[src/rtl/i2c_sram_master.sv]
// i2c_sram_master -- I2C master for a 16-bit-word SRAM-style slave.
//
// One command moves one 16-bit word:
//   START, {dev[6:0], rw}, ack, mem[7:0], ack, data hi, ack, data lo, ack/nack, STOP
// Every bit takes 4 phases of CLK_DIV clocks:
//   P0 SCL low (SDA update), P1 SCL high, P2 SCL high (sample), P3 SCL low.
//
// Optional feature (build macro I2C_SRAM_MASTER_ACK_CHECK_EN):
//   defined   - a slave NACK sets ack_error and cuts the frame short to STOP
//   undefined - slave ACK slots are ignored, ack_error is tied to 0
//
// Ports:
//   clk, reset                  clock, asynchronous active-high reset
//   cmd_valid/cmd_rw/cmd_*      command, accepted only while idle
//   busy, done                  in-flight flag, one-cycle end-of-frame pulse
//   rdata                       read word, valid from done to the next accept
//   ack_error                   slave NACK seen during the last frame
//   scl, sda_o, sda_oe, sda_in  I2C pins (SCL push-pull, SDA open-drain style)
module i2c_sram_master #(
  parameter int CLK_DIV = 4
) (
  input  logic        clk,
  input  logic        reset,
  input  logic        cmd_valid,
  input  logic        cmd_rw,
  input  logic [6:0]  cmd_dev_addr,
  input  logic [7:0]  cmd_mem_addr,
  input  logic [15:0] cmd_wdata,
  output logic        busy,
  output logic        done,
  output logic [15:0] rdata,
  output logic        ack_error,
  output logic        scl,
  output logic        sda_o,
  output logic        sda_oe,
  input  logic        sda_in
);

  typedef enum logic [3:0] {
    IDLE, START, ADDR, ADDR_ACK, MADDR, MADDR_ACK,
    WR_HI, WR_HI_ACK, WR_LO, WR_LO_ACK,
    RD_HI, RD_HI_ACK, RD_LO, RD_LO_NACK, STOP
  } state_t;

  localparam logic [7:0] DIV_LAST = 8'(CLK_DIV - 1);

  state_t      state, state_n;
  logic [7:0]  div_cnt;
  logic [1:0]  phase;
  logic [2:0]  bit_cnt;
  logic [6:0]  dev_q;
  logic        rw_q;
  logic [7:0]  mem_q;
  logic [15:0] wdata_q;

  logic        accept, tick, bit_end, sample, byte_last, is_byte, bit_scl;
  logic        nack_stop;
  logic [7:0]  tx_byte;

  assign tick      = (div_cnt == DIV_LAST);
  assign sample    = tick && (phase == 2'd2);
  assign bit_end   = tick && (phase == 2'd3);
  assign byte_last = (bit_cnt == 3'd7);
  assign bit_scl   = phase[0] ^ phase[1];  // high in P1 and P2
  assign busy      = (state != IDLE);
  assign is_byte   = (state == ADDR) || (state == MADDR) || (state == WR_HI) ||
                     (state == WR_LO) || (state == RD_HI) || (state == RD_LO);

`ifdef I2C_SRAM_MASTER_ACK_CHECK_EN
  logic ack_pend, ack_err_q, slave_ack_slot;
  assign slave_ack_slot = (state == ADDR_ACK) || (state == MADDR_ACK) ||
                          (state == WR_HI_ACK) || (state == WR_LO_ACK);
  assign nack_stop = ack_pend;
  assign ack_error = ack_err_q;

  // A NACK is remembered from its P2 sample until the frame ends, where it
  // is published together with done.
  always_ff @(posedge clk or posedge reset) begin
    if (reset) begin
      ack_pend  <= 1'b0;
      ack_err_q <= 1'b0;
    end else if (accept) begin
      ack_pend  <= 1'b0;
      ack_err_q <= 1'b0;
    end else begin
      if (sample && slave_ack_slot && sda_in) ack_pend <= 1'b1;
      if (state == STOP && bit_end)           ack_err_q <= ack_pend;
    end
  end
`else
  assign nack_stop = 1'b0;
  assign ack_error = 1'b0;
`endif

  always_ff @(posedge clk or posedge reset) begin
    if (reset) state <= IDLE;
    else       state <= state_n;
  end

  // Next state and pin decode. Pins decode only from registered state.
  always_comb begin
    state_n = state;
    accept  = 1'b0;
    scl     = 1'b1;
    sda_o   = 1'b1;
    sda_oe  = 1'b0;
    case (state)
      ADDR:    tx_byte = {dev_q, rw_q};
      MADDR:   tx_byte = mem_q;
      WR_HI:   tx_byte = wdata_q[15:8];
      default: tx_byte = wdata_q[7:0];
    endcase

    case (state)
      IDLE:       if (cmd_valid) begin state_n = START; accept = 1'b1; end
      START:      if (bit_end) state_n = ADDR;
      ADDR:       if (bit_end && byte_last) state_n = ADDR_ACK;
      ADDR_ACK:   if (bit_end) state_n = nack_stop ? STOP : MADDR;
      MADDR:      if (bit_end && byte_last) state_n = MADDR_ACK;
      MADDR_ACK:  if (bit_end) state_n = nack_stop ? STOP : (rw_q ? RD_HI : WR_HI);
      WR_HI:      if (bit_end && byte_last) state_n = WR_HI_ACK;
      WR_HI_ACK:  if (bit_end) state_n = nack_stop ? STOP : WR_LO;
      WR_LO:      if (bit_end && byte_last) state_n = WR_LO_ACK;
      WR_LO_ACK:  if (bit_end) state_n = STOP;
      RD_HI:      if (bit_end && byte_last) state_n = RD_HI_ACK;
      RD_HI_ACK:  if (bit_end) state_n = RD_LO;
      RD_LO:      if (bit_end && byte_last) state_n = RD_LO_NACK;
      RD_LO_NACK: if (bit_end) state_n = STOP;
      STOP:       if (bit_end) state_n = IDLE;
      default:    state_n = IDLE;
    endcase

    case (state)
      START: begin                  // SDA drops in P1 with SCL high, SCL drops in P3
        scl    = (phase != 2'd3);
        sda_oe = 1'b1;
        sda_o  = (phase == 2'd0);
      end
      STOP: begin                   // SCL rises in P1, SDA rises in P2
        scl    = (phase != 2'd0);
        sda_oe = 1'b1;
        sda_o  = phase[1];
      end
      ADDR, MADDR, WR_HI, WR_LO: begin
        scl    = bit_scl;
        sda_oe = 1'b1;
        sda_o  = tx_byte[~bit_cnt]; // MSB first
      end
      RD_HI_ACK: begin
        scl    = bit_scl;
        sda_oe = 1'b1;
        sda_o  = 1'b0;
      end
      RD_LO_NACK: begin
        scl    = bit_scl;
        sda_oe = 1'b1;
        sda_o  = 1'b1;
      end
      IDLE: ;
      default: scl = bit_scl;       // slave-driven slots: SDA released
    endcase
  end

  always_ff @(posedge clk or posedge reset) begin
    if (reset) begin
      div_cnt <= '0;
      phase   <= '0;
      bit_cnt <= '0;
      dev_q   <= '0;
      rw_q    <= 1'b0;
      mem_q   <= '0;
      wdata_q <= '0;
      rdata   <= '0;
      done    <= 1'b0;
    end else begin
      done <= 1'b0;
      if (accept) begin
        dev_q   <= cmd_dev_addr;
        rw_q    <= cmd_rw;
        mem_q   <= cmd_mem_addr;
        wdata_q <= cmd_wdata;
        div_cnt <= '0;
        phase   <= '0;
        bit_cnt <= '0;
      end else if (state != IDLE) begin
        div_cnt <= tick ? 8'd0 : div_cnt + 8'd1;
        if (tick) phase <= phase + 2'd1;
        // 3-bit counter wraps to 0 on the last bit of each byte
        if (bit_end && is_byte) bit_cnt <= bit_cnt + 3'd1;
        if (sample && state == RD_HI) rdata[15:8] <= {rdata[14:8], sda_in};
        if (sample && state == RD_LO) rdata[7:0]  <= {rdata[6:0], sda_in};
        if (state == STOP && bit_end) done <= 1'b1;
      end
    end
  end

endmodule

[config.mk]
export PLATFORM = sky130hd
export DESIGN_NAME = i2c_sram_master
export DESIGN_NICKNAME = d
export VERILOG_FILES = /design/src/rtl/i2c_sram_master.sv
export SDC_FILE = /design/constraint.sdc
export NUM_CORES = 1
export LEC_CHECK = 0
export ABC_AREA = 1
export BUFFER_PORTS_ARGS = -buffer_cell sky130_fd_sc_hd__buf_2
export CORE_AREA = 8 8 83 85
export CTS_BUF_LIST = sky130_fd_sc_hd__clkbuf_4
export CTS_CLUSTER_SIZE = 14
export DETAILED_ROUTE_END_ITERATION = 7
export DIE_AREA = 0 0 91 93
export GPL_TIMING_DRIVEN = 1
export PLACE_DENSITY_LB_ADDON = 0.2
export REMOVE_ABC_BUFFERS = 1
export SYNTH_ARGS = -nofsm -noshare
export SYNTH_HDL_FRONTEND = slang
export SYNTH_SLANG_ARGS = --single-unit
[constraint.sdc]
create_clock -name clk -period 3.2 [get_ports clk]
set_input_delay 0.16 -clock clk [delete_from_list [all_inputs] [get_ports clk]]
set_output_delay 0.16 -clock clk [all_outputs]
set_load 0.01 [all_outputs]
After elaboration in Yosys (flattened, before gate mapping) --
Index checks and enable logic that the tools add are counted.
Operators by class: multipliers 0, reduce and logical (&&, ||, !) cells 27, divide/modulo/power cells 0, muxes and demuxes 36, bitwise operators 3, order comparisons 1, equal/unequal tests 33, add/sub/neg operators 3, shift-type cells 0
Operator list (number):
- two-way mux 4 bit | 15
- case mux 4 bit (14 select lines) | 1
- == test 4 bit (second input constant) | 7
- two-way mux 8 bit | 3
- case mux 8 bit (3 select lines) | 1
- == test 4 x 3 -> 1 bit (second input constant) | 4
- != test 2 bit (second input constant) | 8
- != test 2 x 1 -> 1 bit (second input constant) | 7
- AND reduction 14 bit | 1
- two-way mux 3 bit | 3
- adder 8 x 1 -> 8 bit (second input constant) | 1
- == test 4 x 2 -> 1 bit (second input constant) | 2
- == test 8 x 2 -> 1 bit (second input constant) | 1
- nonzero test 2 bit | 4
- OR reduction 8 bit | 1
- logical AND 1 bit | 7
- two-way mux 1 bit | 7
- two-way mux 2 bit | 3
- AND reduction 3 bit | 2
- logical OR 1 bit | 5
- == test 2 bit (second input constant) | 2
- == test 4 x 1 -> 1 bit (second input constant) | 1
- logical NOT 4 bit | 1
- less-than comparator 3 x 4 -> 1 bit (second input constant) | 1
- 14 further kinds | 15
Word-level totals: bits in read-only memories 0, memories kept 0, RAM bits 0, flip-flop bits (word level) 66, latch bits 0, bits of input ports 36, output and inout port bits 22

Depth between registers and ports, before layout --
Gate-level depths: netlist of the first run.
depth after elaboration 10, mapped depth 12, gate-level depth less buffers 11

Worst setup path after synthesis of the first run --
No wires, ideal clock.
path type reg-to-output, start register state[3], end output port sda_o, setup slack 1713 ps, required time 3040 ps, cell stages (with the launch flop) 13, arrival 1327 ps, path buffers 1, path through dfrtp_1 -> buf_6 -> inv_1 -> nand2_1 -> nor2_1 -> nand2_1 -> nand2_1 -> inv_1 -> nand3_1 -> nand3_1 -> nand3_1 -> nand3_1 -> nand2_1
Between the ends: longest elaborated chain between the ends 5, elaborated cells on any way between the ends 12
RTL lines:
- start, declared | line 47 | state_t state, state_n;
- start signal, assigned | line 97 | else state <= state_n;
- == test 4 x 3 -> 1 bit or == test 4 x 2 -> 1 bit (tied branches) | line 107, 133
- case mux 8 bit (3 select lines) | line 107 | case (state)
- binary-select mux 1 bit (select 3 bit) | line 147 | sda_o = tx_byte[~bit_cnt];
- two-way mux 1 bit (implied by the code) | line 147
- case mux 1 bit (4 select lines) (*) | line 133 | case (state)
- end, declared | line 34 | output logic sda_o,
Every way passes the cells marked *; elsewhere a longest branch is shown, timed or not. The select of a mux whose other input is x is not followed.

Final worst setup path of the first run --
start register state[1], end output port sda_o
The elaborated chain is that of the path after synthesis.

==> impl_metrics.json, run 1 <==
{
  "status": "finished, final reports clean",
  "synth-compound-area-share_pct": 8.23,
  "synth-seq-area-share_pct": 48.7,
  "post-route-util_pct": 72.9,
  "rr_endpoint": "bit_cnt[1]$_DFFE_PP0P_",
  "drt_drc_violations_left": 0,
  "die_h_um": 93,
  "syn_area_um2": 3390,
  "drv_cap": 0,
  "num-fill-cells": 459,
  "synthFlopType": "dfrtp_1",
  "cts_sinks": 66,
  "cts_resized": 0,
  "routed_via_density": 4.94,
  "grt_overflow": 0,
  "r2r_start": "state[2]$_DFFE_PP0P_",
  "die_x_um": 91,
  "synth_area_leaders": "dfrtp_1, nand2_1, nand3_1",
  "fin_setup_tns_ns": 0,
  "synth.avg_cell_area_um2": 7.83,
  "vias": 2984,
  "hold_class": "input pin to register",
  "synth_xor_area_share_pct": 0.775,
  "slew_headroom_pct": 62.2,
  "max_freq_ghz": 0.421,
  "antennaDiodeCount": 0,
  "cts_buffers": 9,
  "design_area_um2": 4140,
  "h-tree-depth": 3,
  "powerDensity_nw_per_um2": 725,
  "dieArea_um2": 8460,
  "min_period_ns": 2.38,
  "hold_viol_final": 0,
  "synth.most_common_cell": "nand2_1",
  "cts_buffer_depth": 2,
  "fin_hold_ws_ns": 0.184,
  "end_kind": "primary output",
  "synth-seq-cells": 66,
  "cp.arrival_ns": 2.22,
  "gp_congestion": 0.857,
  "startpoint": "state[1]$_DFFE_PP0P_",
  "place_area_um2": 3700,
  "grtUsageTotal_pct": 19.9,
  "drive_above_1_share_pct": 18.5,
  "drt-wirelength-per-cell_um": 13.1,
  "post-cts-setup-buffer-count": 0,
  "slew_viol_final": 0,
  "path_class": "register to primary output",
  "fp-row-count": 28,
  "ios": 58,
  "layout.cells.non_filler": 604,
  "clkLatencyLatePin_ns": 0.41,
  "async_reset_ff_share_pct": 100,
  "hpwl_mm": 5.47,
  "design.core.area_um2": 5680,
  "drt_pass1_iterations": 4,
  "synth_top_area_share_pct": 48.7,
  "grt_pass1_wl_mm": 13.8,
  "ys_types": 37,
  "crit_required_ns": 3.04,
  "ir_drop_v": 0.000454,
  "power.leakage_nw": 2.17,
  "worstPathMaxFanout": 11,
  "reg2reg_depth": 7,
  "cts_hold_buf": 34,
  "dp.cells": 554,
  "fin_worst_skew_ns": 0.0161,
  "area_growth_pct": 22.2,
  "antenna_left": 0,
  "synthCells": 433,
  "nets": 566,
  "routed_wl_mm": 7.91,
  "fin_crit_sh_pct": 74.3,
  "setup_viol": 0,
  "rrSetupSlack_ns": 1.30,
  "yosys.area_share.simple_pct": 31.0,
  "yosysWarnings": 0,
  "synth_mux_area_share_pct": 0.665,
  "synth_top_family_by_area": "simple AND/OR/NAND/NOR gates",
  "synth_commonest_cells": "nand2_1, dfrtp_1, inv_1",
  "numPortBuffers": 56,
  "rsz0062_at_grt": "no",
  "drt_iter0_drc": 142,
  "synth_edf_count": 0,
  "antenna_found_initial": 0,
  "path_clk_slew_ns": 0.11,
  "yosys.area.top_type": "dfrtp_1",
  "cts-root-buf": "clkbuf_4",
  "start_kind": "register",
  "initial_core_util_pct": 59.7,
  "worst_pin_slew_ns": 0.566,
  "cts_tree": "done",
  "grt_max_degree": 39,
  "cp-endpoint": "sda_o",
  "synthAdderAreaFrac_pct": 2.22,
  "grt_pass1_vias": 3014
}
-- stage by stage --
| stage | total power [mW] | worst slack [ns] |
|---|---|---|
| floorplan | 2.16 | 1.28 |
| global placement | 2.49 | 1.29 |
| detailed placement | 2.52 | 1.30 |
| CTS | 2.99 | 0.819 |
| global route | 3.27 | 0.549 |
| finish | 3.00 | 0.822 |
-- cell type report --
cell class	instances	area (um^2)	area share, %
clock buffers	9	67.6	1.63
clock inverters	7	36.3	0.876
inverters	49	184	4.44
multi-input cells	304	1460	35.2
flip-flops and latches	66	1650	39.9
well taps	75	93.8	2.27
repair buffers	94	651	15.7
-- worst max-delay path: stages (launching register included) --
cell and delay (ns):
dfrtp_1 0.51, inv_2 0.12, nor2_1 0.10, buf_4 0.18, nand2_1 0.18, nand3_1 0.11, nand2_1 0.06, inv_1 0.06
nand3_1 0.07, nand3_1 0.07, nand3_1 0.07, nand3_1 0.07, nand2_1 0.07, buf_2 0.14
-- worst min-delay path by stage --
stage	cells after the start	to	start	slack, ns
after global placement	2	rdata[13]$_DFFE_PP0P_	reset	0.16
final	4	div_cnt[6]$_DFFE_PP0P_	cmd_valid	0.18
after floorplan	2	dev_q[0]$_DFFE_PP0P_	cmd_dev_addr[0]	0.27
after detailed placement	2	rdata[13]$_DFFE_PP0P_	reset	0.17
after global routing	4	div_cnt[6]$_DFFE_PP0P_	cmd_valid	0.19
after CTS	4	div_cnt[6]$_DFFE_PP0P_	cmd_valid	0.17
-- power by group --
group          switching [mW]  internal, mW
clock network           0.298         0.149
registers               0.197          1.09
logic                   0.817         0.454
total                    1.31          1.69
-- cells in the final DEF (no fill, tap or decap), types with 2 or more instances in the layout --
cell type,instances
inv_1,41
clkinv_2,2
nand2_2,2
dlygate4sd3_1,34
o21ai_1,12
a22o_1,2
buf_2,56
nor3_1,3
dfrtp_1,66
nor2_1,38
nand2_1,153
clkbuf_4,9
clkinv_1,3
mux2_2,2
clkinvlp_4,2
nor2_2,3
o211ai_1,2
a21oi_1,9
inv_2,8
ha_1,6
nand3_1,34
xor2_1,2
nand2_4,2
o21ai_0,14
buf_4,4
o22ai_1,5
nor2_4,2
-- cell families (layout without fill, tap and decap cells) --
logic type      after synthesis  count (layout)
mux                           2               2
other cells                   1               1
xor+xnor                      3               3
fa+ha+maj                     6               6
compound gates               48              48
buf+inv                      63             159
flops                        66              66
simple gates                244             244
-- state kept, by name, indices dropped and copies added (netlist names) --
name     flops
bit_cnt      3
dev_q        7
div_cnt      8
done         1
mem_q        8
phase        2
rdata       16
rw_q         1
state        4
wdata_q     16
-- metal layers --
layer	global-route usage (%)	part of all wire [%]	wire length, um	vias up
met5	0	0	0	-
met4	9.00	2.2	172	0
met3	4.73	4.6	360	17
met2	33.4	48	3830	65
met1	23.8	45	3550	1348
li1	-	-	-	1554
(Power assumes the default switching activity.)
==> run 2: changes to the inputs <==
- ABC_AREA: 1 -> 0
- CORE_AREA: 8 8 83 85 -> 8 8 84 86
- DIE_AREA: 0 0 91 93 -> 0 0 92 94
- clock period: 3.2 -> 2.4 ns (I/O delays scaled with it)
==> impl_metrics.json, run 2 <==
{
  "synth_edf_count": 0,
  "gp_congestion": 0.789,
  "fin_crit_sh_pct": 98.9,
  "numPortBuffers": 56,
  "cts-root-buf": "clkbuf_4",
  "ios": 58,
  "yosysWarnings": 0,
  "grt_overflow": 0,
  "place_area_um2": 3670,
  "ir_drop_v": 0.000606,
  "nets": 424,
  "crit_required_ns": 2.28,
  "hold_class": "input pin to register",
  "antenna_left": 0,
  "design_area_um2": 4260,
  "synth.avg_cell_area_um2": 11.7,
  "synth_commonest_cells": "dfrtp_1, mux2_2, nand2_1, o21ai_0",
  "power.leakage_nw": 2.03,
  "path_class": "register to primary output",
  "synth_area_leaders": "dfrtp_1, mux2_2, o21ai_0",
  "mostFrequentLayoutCells": "dfrtp_1, buf_2, mux2_2",
  "pre_cts_ws_ns": 0.0898,
  "cp.arrival_ns": 2.25,
  "drv_cap": 0,
  "drt_iter0_drc": 165,
  "end_kind": "primary output",
  "vias": 2513,
  "slew_headroom_pct": 47.5,
  "worstPathMaxFanout": 5,
  "hold_viol_final": 0,
  "fin_setup_tns_ns": 0,
  "clkLatencyLatePin_ns": 0.41,
  "antennaDiodeCount": 0,
  "finalWorstSetupSlack_ns": 0.0267,
  "layout_commonest_cell": "dfrtp_1",
  "start_kind": "register",
  "grtUsageTotal_pct": 17.7,
  "top_regs": "rdata (16), wdata_q (16)",
  "grt_max_degree": 67,
  "synthCells": 278,
  "power_mw": 4.08,
  "drt_pass1_iterations": 4,
  "max_freq_ghz": 0.421,
  "fp-row-count": 28,
  "worst_pin_slew_ns": 0.788,
  "routed_wl_mm": 7.19,
  "setup_viol": 0,
  "async_reset_ff_share_pct": 100,
  "rsz0062_at_grt": "yes",
  "status": "finished, final reports clean",
  "grt_pass1_wl_mm": 12.2,
  "drt-wirelength-per-cell_um": 15.6,
  "yosys.area.top_type": "dfrtp_1",
  "min_period_ns": 2.37,
  "hpwl_mm": 4.78,
  "post-route-util_pct": 74.1,
  "drive_above_1_share_pct": 40.8,
  "synth-seq-cells": 66,
  "grt_pass1_vias": 2584,
  "initial_core_util_pct": 56.6,
  "drt_drc_violations_left": 0,
  "die_h_um": 94,
  "area_growth_pct": 31.0,
  "synth_top_area_share_pct": 50.8,
  "powerDensity_nw_per_um2": 959,
  "die_x_um": 92,
  "dp.cells": 408,
  "design.core.area_um2": 5750,
  "cts_tree": "done",
  "h-tree-depth": 3,
  "slew_viol_final": 0,
  "cts_buffer_depth": 2,
  "fin_worst_skew_ns": 0.0123,
  "synth-seq-area-share_pct": 50.8,
  "cts_buffers": 9,
  "synthFlopType": "dfrtp_1",
  "fin_hold_ws_ns": 0.165,
  "layout.cells.non_filler": 462,
  "synth.most_common_cell": "dfrtp_1",
  "path_clk_slew_ns": 0.11,
  "antenna_found_initial": 0,
  "routed_via_density": 5.44,
  "num-fill-cells": 410,
  "ys_types": 49,
  "cts_sinks": 66,
  "dieArea_um2": 8650,
  "syn_area_um2": 3250
}
==> run 2: repair_timing <==
action | in CTS | in global routing
buffers inserted | 4 | 0
gates resized for setup | 7 | 6
hold buffers | 34 | 0
pin swaps | 1 | 0
endpoints found under the hold margin | 100 | 0
setup endpoints to repair | 1 | 8
==> run 2: cell families after synthesis <==
family,count (synthesis),synth area share (%)
flops,66,50.8
mux,60,21.3
buf+inv,24,3.00
xor+xnor,4,1.08
fa+ha+maj,6,2.31
other cells,1,0.115
compound gates,50,10.2
simple gates,67,11.2
==> run 2: cell type report <==
class                   count  area, um^2  area share [%]
clock buffers               9        67.6            1.59
clock inverters             7         118            2.76
repair buffers            109         767            18.0
flip-flops and latches     66        1660            38.9
multi-input cells         188        1530            35.8
well taps                  75        93.8            2.20
inverters                   8        30.0           0.705
==> run 2: worst max-delay path, stage by stage (launching register included) <==
cell      delay, ns
dfrtp_2        0.45
buf_4          0.16
mux2i_1        0.12
mux4_2         0.48
a211oi_2       0.19
o221ai_1       0.13
o311ai_1       0.13
buf_2          0.20
==> run 2: worst paths after layout <==
check | from | to | slack, ns | cells past startpoint
max reg2reg | div_cnt[0]$_DFFE_PP0P_ | rdata[3]$_DFFE_PP0P_ | 0.14 | 6
min in group asynchronous | reset | rdata[7]$_DFFE_PP0P_ | 0.48 | 4
min reg2reg | rdata[7]$_DFFE_PP0P_ | rdata[7]$_DFFE_PP0P_ | 0.51 | 1
max | state[2]$_DFFE_PP0P_ | sda_o | 0.03 | 7
max in group asynchronous | reset | state[2]$_DFFE_PP0P_ | 1.36 | 4
min | cmd_valid | div_cnt[6]$_DFFE_PP0P_ | 0.16 | 5
==> run 2: layer usage <==
layer	share of wire (%)	vias up	wire (um)	track usage, %
li1	-	1228	-	-
met1	45	1207	3210	21.9
met2	49	66	3530	27.9
met3	4.6	12	329	5.12
met4	1.7	0	123	8.72
met5	0	-	0	0
==> run 2: where the power goes <==
group	total (mW)	leakage [nW]	switching [mW]	internal [mW]
clock network	0.929	0.0898	0.404	0.525
registers	1.76	0.825	0.282	1.48
logic	1.39	1.12	0.636	0.755
total	4.08	2.03	1.32	2.76
